$ cat src/rtl/instruction_fetch_unit_pkg.sv
// Shared definitions for the instruction fetch front end.
// Latency: none (types and constants only).
// Backpressure: not applicable.
// Contents: datapath width, default reset PC, PC increment, and the queue entry layout {pc, inst}.
package instruction_fetch_unit_pkg;

  localparam int              XLEN             = 32;
  localparam logic [XLEN-1:0] RESET_PC_DEFAULT = 32'h0000_0000;
  localparam logic [XLEN-1:0] PC_STEP          = 32'd4;

  // One buffered instruction together with the PC it was fetched from.
  typedef struct packed {
    logic [XLEN-1:0] pc;
    logic [XLEN-1:0] inst;
  } fetch_entry_t;

endpackage

$ cat src/rtl/instruction_fetch_unit_fetch_queue.sv
// Generic synchronous FIFO used for both the instruction queue and the in-flight PC tag queue.
// Latency: a push is visible at head one cycle later. There is no bypass from push_data to head.
// Backpressure: none internally. The owner must not push when full unless it also pops.
// Ports: clk, reset (sync, active-high), push/push_data, pop, flush (wins over push/pop),
//        head (oldest entry), count, full, empty.
module fetch_queue #(
  parameter int DEPTH = 2,
  parameter int WIDTH = 64
) (
  input  logic                   clk,
  input  logic                   reset,
  input  logic                   push,
  input  logic [WIDTH-1:0]       push_data,
  input  logic                   pop,
  input  logic                   flush,
  output logic [WIDTH-1:0]       head,
  output logic [$clog2(DEPTH):0] count,
  output logic                   full,
  output logic                   empty
);

  localparam int            PW      = $clog2(DEPTH);
  localparam logic [PW:0]   DEPTH_C = (PW+1)'(DEPTH);

  logic [WIDTH-1:0] mem [DEPTH];
  logic [PW-1:0]    rd_ptr;
  logic [PW-1:0]    wr_ptr;
  logic             do_pop;

  assign empty  = (count == '0);
  assign full   = (count == DEPTH_C);
  assign head   = mem[rd_ptr];
  assign do_pop = pop && !empty;

  // Storage is not reset. Its content is only observed when count says it is valid.
  always_ff @(posedge clk) begin
    if (push && !flush) begin
      mem[wr_ptr] <= push_data;
    end
  end

  always_ff @(posedge clk) begin
    if (reset || flush) begin
      rd_ptr <= '0;
      wr_ptr <= '0;
      count  <= '0;
    end else begin
      // The pointers wrap naturally because DEPTH is a power of two.
      if (push)   wr_ptr <= wr_ptr + 1'b1;
      if (do_pop) rd_ptr <= rd_ptr + 1'b1;
      case ({push, do_pop})
        2'b10:   count <= count + 1'b1;
        2'b01:   count <= count - 1'b1;
        default: ;
      endcase
    end
  end

endmodule

$ cat src/rtl/instruction_fetch_unit.sv
// RV32I fetch front end. It owns the PC, issues word fetches and buffers the returned words in order for decode.
// Latency: a response in cycle N makes inst_valid high at N+1. A redirect at N gives a request at N+1 and inst_valid at N+3 at the earliest.
// Backpressure: inst_ready stalls the queue head. Requests are credit-limited so that queued plus in-flight fetches never exceed QUEUE_DEPTH.
// Ports: clk, reset (sync, active-high); imem_req_valid/ready/addr; imem_rsp_valid/data;
//        inst_valid/ready, inst_out, inst_pc; redirect_valid/pc; fault_misalign.
// Optional feature macro FETCH_MISALIGN_CHECK_EN:
//   When defined, a misaligned redirect target sets a sticky fault and halts fetch.
//   When undefined, redirect_pc[1:0] is forced to 00.
module instruction_fetch_unit
  import instruction_fetch_unit_pkg::*;
#(
  parameter logic [XLEN-1:0] RESET_PC    = RESET_PC_DEFAULT,
  parameter int              QUEUE_DEPTH = 2
) (
  input  logic            clk,
  input  logic            reset,
  output logic            imem_req_valid,
  input  logic            imem_req_ready,
  output logic [XLEN-1:0] imem_req_addr,
  input  logic            imem_rsp_valid,
  input  logic [XLEN-1:0] imem_rsp_data,
  output logic            inst_valid,
  input  logic            inst_ready,
  output logic [XLEN-1:0] inst_out,
  output logic [XLEN-1:0] inst_pc,
  input  logic            redirect_valid,
  input  logic [XLEN-1:0] redirect_pc,
  output logic            fault_misalign
);

  localparam int            CW      = $clog2(QUEUE_DEPTH) + 1;
  localparam logic [CW-1:0] DEPTH_C = CW'(QUEUE_DEPTH);

  logic [XLEN-1:0] pc;
  logic [CW-1:0]   drop;
  logic [CW-1:0]   q_count;
  logic [CW-1:0]   tag_count;
  logic [CW-1:0]   outstanding;
  logic [CW-1:0]   credit_used;
  logic            q_full, q_empty, tag_full, tag_empty;
  logic            halted;
  logic [XLEN-1:0] target;
  logic            req_fire, rsp_keep, inst_pop;
  logic [XLEN-1:0] tag_head;
  fetch_entry_t    head, hold, shown, push_entry;

  // Live in-flight fetches have a tag. Fetches that have been squashed are only counted in drop.
  // Together these give the number of responses that are still owed.
  assign outstanding = tag_count + drop;
  assign credit_used = q_count + outstanding;

  assign imem_req_valid = !reset && !redirect_valid && !halted && (credit_used < DEPTH_C);
  assign imem_req_addr  = pc;
  assign req_fire       = imem_req_valid && imem_req_ready;

  // In-order memory: pending squashed responses always come before any live response.
  assign rsp_keep   = imem_rsp_valid && (drop == '0) && !redirect_valid;
  assign push_entry = '{pc: tag_head, inst: imem_rsp_data};

  assign inst_valid = !q_empty && !halted;
  assign inst_pop   = inst_valid && inst_ready && !redirect_valid;

  // When the queue is empty, the outputs keep showing the last head that was presented.
  assign shown    = q_empty ? hold : head;
  assign inst_out = shown.inst;
  assign inst_pc  = shown.pc;

`ifdef FETCH_MISALIGN_CHECK_EN
  logic fault_q;
  assign target         = redirect_pc;
  assign halted         = fault_q;
  assign fault_misalign = fault_q;

  always_ff @(posedge clk) begin
    if (reset) begin
      fault_q <= 1'b0;
    end else if (redirect_valid && (redirect_pc[1:0] != 2'b00)) begin
      fault_q <= 1'b1;
    end
  end
`else
  assign target         = redirect_pc & ~XLEN'(3);
  assign halted         = 1'b0;
  assign fault_misalign = 1'b0;
`endif

  always_ff @(posedge clk) begin
    if (reset) begin
      pc   <= RESET_PC;
      drop <= '0;
      hold <= '0;
    end else begin
      if (!q_empty) hold <= head;
      if (redirect_valid) begin
        pc <= target;
        // After this edge, every fetch still owed is stale. This includes any fetch that was live,
        // so drop becomes the full owed count, less the response that retires in this cycle.
        drop <= outstanding - CW'(imem_rsp_valid);
      end else begin
        if (req_fire) pc <= pc + PC_STEP;
        if (imem_rsp_valid && (drop != '0)) drop <= drop - 1'b1;
      end
    end
  end

  // Credit accounting guarantees that neither queue can overflow and that live responses always have a tag.
  always_ff @(posedge clk) begin
    if (!reset) begin
      assert (!(rsp_keep && q_full && !inst_pop));
      assert (!(req_fire && tag_full));
      assert (!(rsp_keep && tag_empty));
    end
  end

  fetch_queue #(
    .DEPTH (QUEUE_DEPTH),
    .WIDTH ($bits(fetch_entry_t))
  ) u_inst_queue (
    .clk       (clk),
    .reset     (reset),
    .push      (rsp_keep),
    .push_data (push_entry),
    .pop       (inst_pop),
    .flush     (redirect_valid),
    .head      (head),
    .count     (q_count),
    .full      (q_full),
    .empty     (q_empty)
  );

  // PCs of live in-flight requests, popped as their responses arrive.
  fetch_queue #(
    .DEPTH (QUEUE_DEPTH),
    .WIDTH (XLEN)
  ) u_tag_queue (
    .clk       (clk),
    .reset     (reset),
    .push      (req_fire),
    .push_data (pc),
    .pop       (rsp_keep),
    .flush     (redirect_valid),
    .head      (tag_head),
    .count     (tag_count),
    .full      (tag_full),
    .empty     (tag_empty)
  );

endmodule

$ cat config.mk
export PLATFORM = sky130hd
export DESIGN_NAME = instruction_fetch_unit
export DESIGN_NICKNAME = d
export VERILOG_FILES = /design/src/rtl/instruction_fetch_unit_pkg.sv /design/src/rtl/instruction_fetch_unit_fetch_queue.sv /design/src/rtl/instruction_fetch_unit.sv
export SDC_FILE = /design/constraint.sdc
export NUM_CORES = 1
export LEC_CHECK = 0
export ABC_AREA = 1
export CAP_MARGIN = 20
export CORE_UTILIZATION = 42
export CTS_CLUSTER_SIZE = 8
export DETAILED_ROUTE_END_ITERATION = 8
export PLACE_DENSITY = 0.72
export SLEW_MARGIN = 20
export SYNTH_ARGS = -nofsm -noshare
export SYNTH_HDL_FRONTEND = slang
export SYNTH_HIERARCHICAL = 1
export SYNTH_SLANG_ARGS = --single-unit
$ cat constraint.sdc
create_clock -name clk -period 9.6 [get_ports clk]
set_input_delay 1.92 -clock clk [delete_from_list [all_inputs] [get_ports clk]]
set_output_delay 1.92 -clock clk [all_outputs]
set_load 0.02 [all_outputs]
==> results of run 1 <==
-- stage by stage --
step	power, mW	hold slack [ns]	utilization (%)	std cells
after CTS	3.07	0.470	53.5	1736
after floorplan	1.57	0.444	-	1144
after global routing	3.15	0.487	53.5	1736
after global placement	1.67	0.451	49.3	1657
final	3.03	0.466	53.5	1736
after detailed placement	1.68	0.461	49.3	1657
-- layout by cell type, fill, tap and decap left out, drive strengths merged --
cell type,count
ha,6
buf,10
clkdlybuf4s50,162
xnor2,2
dfxtp,106
a21oi,84
edfxtp,192
clkbuf,76
o21ai,36
or2,14
nand3b,9
conb,7
clkinv,4
xor2,12
nand3,45
nand4,2
nor2,109
nor3,13
inv,42
mux2,96
nand2,319
-- registers in the layout (all words and copies together) (netlist names), 2 cells and up, named ones only --
signal / cells
u_inst_queue/count: 2
u_tag_queue/mem: 64
drop: 2
hold: 64
imem_req_addr: 30
u_inst_queue/mem: 128
u_tag_queue/count: 2
-- cell type report --
| type | instances | share of cell area, % |
|---|---|---|
| Sequential cell | 298 | 49.3 |
| Inverter | 43 | 1.02 |
| Clock inverter | 3 | 0.211 |
| Timing Repair Buffer | 172 | 10.6 |
| Tap cell | 390 | 3.05 |
| Multi-Input combinational cell | 754 | 28.2 |
| Clock buffer | 76 | 7.62 |
-- how the worst max path moves through the flow --
| stage | from | to | slack, ns | cells past startpoint |
|---|---|---|---|---|
| after CTS | reset | imem_req_valid | 4.02 | 5 |
| after global placement | reset | imem_req_valid | 4.04 | 5 |
| after detailed placement | reset | imem_req_valid | 4.06 | 5 |
| after global routing | reset | imem_req_valid | 3.91 | 5 |
| after floorplan | redirect_valid | u_inst_queue/mem[1][0]$_DFFE_PP_ | 2.19 | 5 |
| final | redirect_valid | imem_req_valid | 4.08 | 6 |
-- critical path: cells and delay by family --
kind | cells | cell delay [ns]
buffers and inverters | 4 | 1.28
and+or+nand+nor | 2 | 0.37
-- per-layer routing --
metal	track usage, %	share of wire (%)	up-vias
met5	0	0	-
met4	4.99	1.8	0
li1	-	-	4224
met3	3.26	5.6	37
met2	28.8	46	240
met1	23.4	46	3968
-- power by group --
group	total (mW)	internal (mW)	leakage, nW	switching (mW)
clock network	1.38	0.855	0.596	0.522
registers	1.43	1.40	2.62	0.0326
logic	0.227	0.105	2.72	0.122
total	3.03	2.36	5.94	0.676
==> reports/metrics.yaml, run 1 <==
route:
  routed_wl_mm: 27.1
  wire_per_inst_um: 15.6
  remaining_drc_errors: 0
  vias: 8469
  drtIter0Drc: 457
  firstDrtPassIters: 7
  antenna_left: 0
  avgViaCountPerCell: 4.88
power_and_ir_drop:
  power_density_nw_per_um2: 189
  vdd_ir_drop_max_uv: 104
  p_leak_nw: 5.94
setup_path:
  cpMostUsedCell: "clkdlybuf4s50_1"
  cp_cell_sequence: "clkdlybuf4s50_1 -> buf_4 -> nor2_1 -> nand2_1 -> inv_1 -> clkdlybuf4s50_1"
  worstReg2RegStart: "u_inst_queue/count[0]$_SDFFE_PP0P_"
  r2r_slack_ns: 6.85
  cp_slowest_cell: "clkdlybuf4s50_1"
  end_kind: "output port"
  timing.rr.end: "u_inst_queue/count[1]$_SDFFE_PP0P_"
  path_class: "primary input to output port"
  rr_worst_depth: 14
  worstPathArrival_ns: 3.60
  slowest_delay_ns: 0.59
  critPathMaxFanout: 25
  crit_required_ns: 7.68
  worstSetupStartpointType: "primary input"
finish:
  finalInstanceArea_sq_um: 16000
  nFillCells: 2553
  num-nets-final: 1388
  multiInputGateArea_sq_um: 4520
  n_antenna_cell: 0
  drive_above_1_share_pct: 16.0
  seq_area_sq_um: 7890
  syn_to_final_growth_pct: 24.1
die:
  rows: 63
  initial_core_util_pct: 43.1
  die_w_um: 177
  die-area_sq_um: 31400
  fp.dieH_um: 177
  io_pins: 169
  core_area_sq_um: 30000
sta:
  tns_ns: 0
  relSlewSlack_pct: 29.2
  period_share_pct: 57.5
  clock-skew-final_ns: 0.0149
  rsz0062_at_grt: "no"
  max_freq_mhz: 181
  tightestPinTransition_ns: 1.06
  slew_viol_final: 0
  setup_ws_ns: 4.08
  layout_min_cycle_time_ns: 5.52
  setup_violations: 0
  finalHoldViolCount: 0
cts:
  clockBufferDepth: 3
  clk_pin_slew_ns: 0.05
  clk_latency_ns: 0.52
  cts_resized: 0
  htreeDepth: 2
  postCtsHoldBufs: 0
  cts_sinks: 298
  cts_setup_buffers: 0
  cts_root_buf: "clkbuf_16"
  cts_buffers: 43
  cts_tree: "done"
place:
  dp_hpwl_mm: 17.0
  pre_cts_slack_ns: 4.06
  placed_area_sq_um: 14800
  port_buffers: 163
  place.gp.congestion: 0.847
logic_synthesis:
  syn_inst: 1138
  yosysWarnings: 6
  synth_area_sq_um: 12900
  syn_avg_cell_area_sq_um: 11.3
global_route:
  track_usage_pct: 17.5
  grt_pass1_wl_mm: 43.2
  antenna_found_initial: 0
  first_global_vias: 8331
  grt_max_degree: 82
  gr-total-overflow: 0
min_path:
  holdPathStages: 2
  hp-start: "hold[62]$_SDFF_PP0_"
  holdPathEnd: "hold[62]$_SDFF_PP0_"
  hold_path_class: "flip-flop to flip-flop"
job:
  max_cap_viol_count: 0
run_status:
  status: "finished clean"
No activity file was read; power rests on OpenSTA's default activity.
==> inputs of run 2 (changes only) <==
==> constraint.sdc (replaced) <==
create_clock -name clk -period 5.3 [get_ports clk]
set_input_delay 1.06 -clock clk [delete_from_list [all_inputs] [get_ports clk]]
set_output_delay 1.06 -clock clk [all_outputs]
set_load 0.02 [all_outputs]
==> reports/metrics.yaml, run 2 (same netlist as run 1, synthesis figures left out) <==
global_route:
  first_global_vias: 8243  # was 8,331
  gr-total-overflow: 0  # unchanged
  track_usage_pct: 17.2  # was 17.5%
  grt_pass1_wl_mm: 42.3  # was 43.2 mm
  antenna_found_initial: 0  # unchanged
  grt_max_degree: 81  # was 82
finish:
  reg_top3: "u_inst_queue/mem (128), hold (64), u_tag_queue/mem (64)"  # unchanged
  regMostFlops: "u_inst_queue/mem"  # unchanged
  seq_area_sq_um: 7890  # unchanged
  drive_above_1_share_pct: 16.0  # about the same
  n_antenna_cell: 0  # unchanged
  nFillCells: 2553  # unchanged
  layout_common_cells: "nand2_1 (313), edfxtp_1 (192), clkdlybuf4s50_1 (162)"  # unchanged
  largest_reg_flops: 128  # unchanged
  multiInputGateArea_sq_um: 4520  # unchanged
  syn_to_final_growth_pct: 24.2  # was 24.1%
  finalInstanceArea_sq_um: 16000  # about the same
  num-nets-final: 1388  # unchanged
  final_common_cell: "nand2_1"  # unchanged
setup_path:
  cp_cell_sequence: "nor2_4 -> inv_2 -> buf_4 -> nand2_1 -> nand2_1 -> clkdlybuf4s50_1"  # was clkdlybuf4s50_1 -> buf_4 -> nor2_1 -> nand2_1 -> inv_1 -> clkdlybuf4s50_1
  worstSetupStartpointType: "flip-flop"  # was primary input
  worstPathArrival_ns: 2.98  # was 3.60 ns
  cpMostUsedCell: "nand2_1"  # was clkdlybuf4s50_1
  end_kind: "output port"  # unchanged
  cp_slowest_cell: "inv_2"  # was clkdlybuf4s50_1
  crit_required_ns: 4.24  # was 7.68 ns
  worstReg2RegStart: "u_tag_queue/count[0]$_SDFFE_PP0P_"  # was u_inst_queue/count[0]$_SDFFE_PP0P_
  critPathMaxFanout: 53  # was 25
  critical_path_buf_inv_count: 3  # was 4
  slowest_delay_ns: 0.72  # was 0.59 ns
  worstSetupStartpoint: "u_inst_queue/count[0]$_SDFFE_PP0P_"  # was redirect_valid
  path_class: "flip-flop to output port"  # was primary input to output port
  crit_family: "buffers and inverters"  # unchanged
sta:
  slew_viol_final: 0  # unchanged
  setup_violations: 0  # unchanged
  finalHoldViolCount: 0  # unchanged
  tightestPinTransition_ns: 1.07  # was 1.06 ns
  clock-skew-final_ns: 0.0216  # was 0.0149 ns
  layout_min_cycle_time_ns: 4.04
  relSlewSlack_pct: 28.7  # was 29.2%
  period_share_pct: 76.2
  rsz0062_at_grt: "no"  # unchanged
  max_freq_mhz: 248
route:
  vias: 8567  # was 8,469
  remaining_drc_errors: 0  # unchanged
  wire_per_inst_um: 15.5  # was 15.6 um
  firstDrtPassIters: 4  # was 7
  drtIter0Drc: 551  # was 457
  avgViaCountPerCell: 4.94  # was 4.88
  routed_wl_mm: 27.0  # was 27.1 mm
  antenna_left: 0  # unchanged
power_and_ir_drop:
  power_mw: 5.48  # was 3.03 mW
  p_leak_nw: 5.93  # was 5.94 nW
  power_density_nw_per_um2: 342  # was 189 nW/um^2
  vdd_ir_drop_max_uv: 231  # was 104 uV
die:
  fp.dieH_um: 177  # unchanged
  core_area_sq_um: 30000  # unchanged
  initial_core_util_pct: 43.1  # unchanged
  die_w_um: 177  # unchanged
  die-area_sq_um: 31400  # unchanged
  io_pins: 169  # unchanged
  rows: 63  # unchanged
cts:
  cts_setup_buffers: 0  # unchanged
  cts_resized: 0  # unchanged
  postCtsHoldBufs: 0  # unchanged
  cts_root_buf: "clkbuf_16"  # unchanged
  clk_latency_ns: 0.54  # was 0.52 ns
  htreeDepth: 2  # unchanged
  cts_buffers: 43  # unchanged
  cts_sinks: 298  # unchanged
  clockBufferDepth: 3  # unchanged
  clk_pin_slew_ns: 0.05  # about the same
  cts_tree: "done"  # unchanged
place:
  port_buffers: 163  # unchanged
  placed_area_sq_um: 14800  # about the same
  place.gp.congestion: 0.833  # was 0.847
  dp_hpwl_mm: 16.8  # was 17.0 mm
run_status:
  status: "finished clean"  # unchanged
job:
  max_cap_viol_count: 0  # unchanged
min_path:
  hold_path_class: "flip-flop to flip-flop"  # unchanged
  hp-start: "hold[62]$_SDFF_PP0_"  # unchanged
==> run 2: power breakdown <==
part / switching [mW] / leakage, nW / total [mW] / internal (mW)
sequential: 0.0592 / 2.62 / 2.59 / 2.53
combinational: 0.221 / 2.72 / 0.412 / 0.190
clock: 0.962 / 0.588 / 2.48 / 1.52
total: 1.24 / 5.93 / 5.48 / 4.24
==> run 2: per-layer routing <==
layer / vias up / part of all wire, % / track usage (%)
li1: 4229 / - / -
met1: 4043 / 45 / 22.2
met2: 254 / 47 / 28.7
met3: 41 / 6.2 / 3.66
met4: 0 / 1.9 / 5.63
met5: - / 0 / 0
==> run 2: final cells by class <==
| cell class | instances | share of cell area [%] |
|---|---|---|
| clock inverter | 4 | 0.390 |
| clock buffer | 73 | 7.42 |
| multi-input combinational | 754 | 28.2 |
| tap | 390 | 3.04 |
| sequential | 298 | 49.2 |
| timing repair buffer | 172 | 10.7 |
| inverter | 43 | 1.02 |
==> run 2: worst reg2reg max path: cells and delay by family (launching register included) <==
family / cells / cell delay [ns]
flops: 1 / 0.45
simple gates: 8 / 0.81
fa+ha+maj: 1 / 0.26
buf+inv: 3 / 0.63
==> run 2: final timing paths <==
kind                                      endpoint  slack [ns]  cells after the start
setup reg to reg  u_tag_queue/mem[0][16]$_DFFE_PP_        2.78                     12
hold reg to reg                hold[62]$_SDFF_PP0_        0.46                      2
hold / removal                 hold[62]$_SDFF_PP0_        0.46                      2
setup / recovery                       inst_out[3]        1.26                      6
==> run 2: stage by stage <==
step	setup WS (ns)	setup TNS (ns)	cells	util, %	hold slack, ns
2_1_floorplan	-1.25	-160.05	1144	-	0.444
3_3_place_gp	1.51	0	1657	49.3	0.451
3_5_place_dp	1.49	0	1657	49.3	0.459
4_1_cts	1.20	0	1734	53.5	0.466
5_1_grt	1.05	0	1734	53.5	0.481
6_report	1.26	0	1734	53.5	0.460
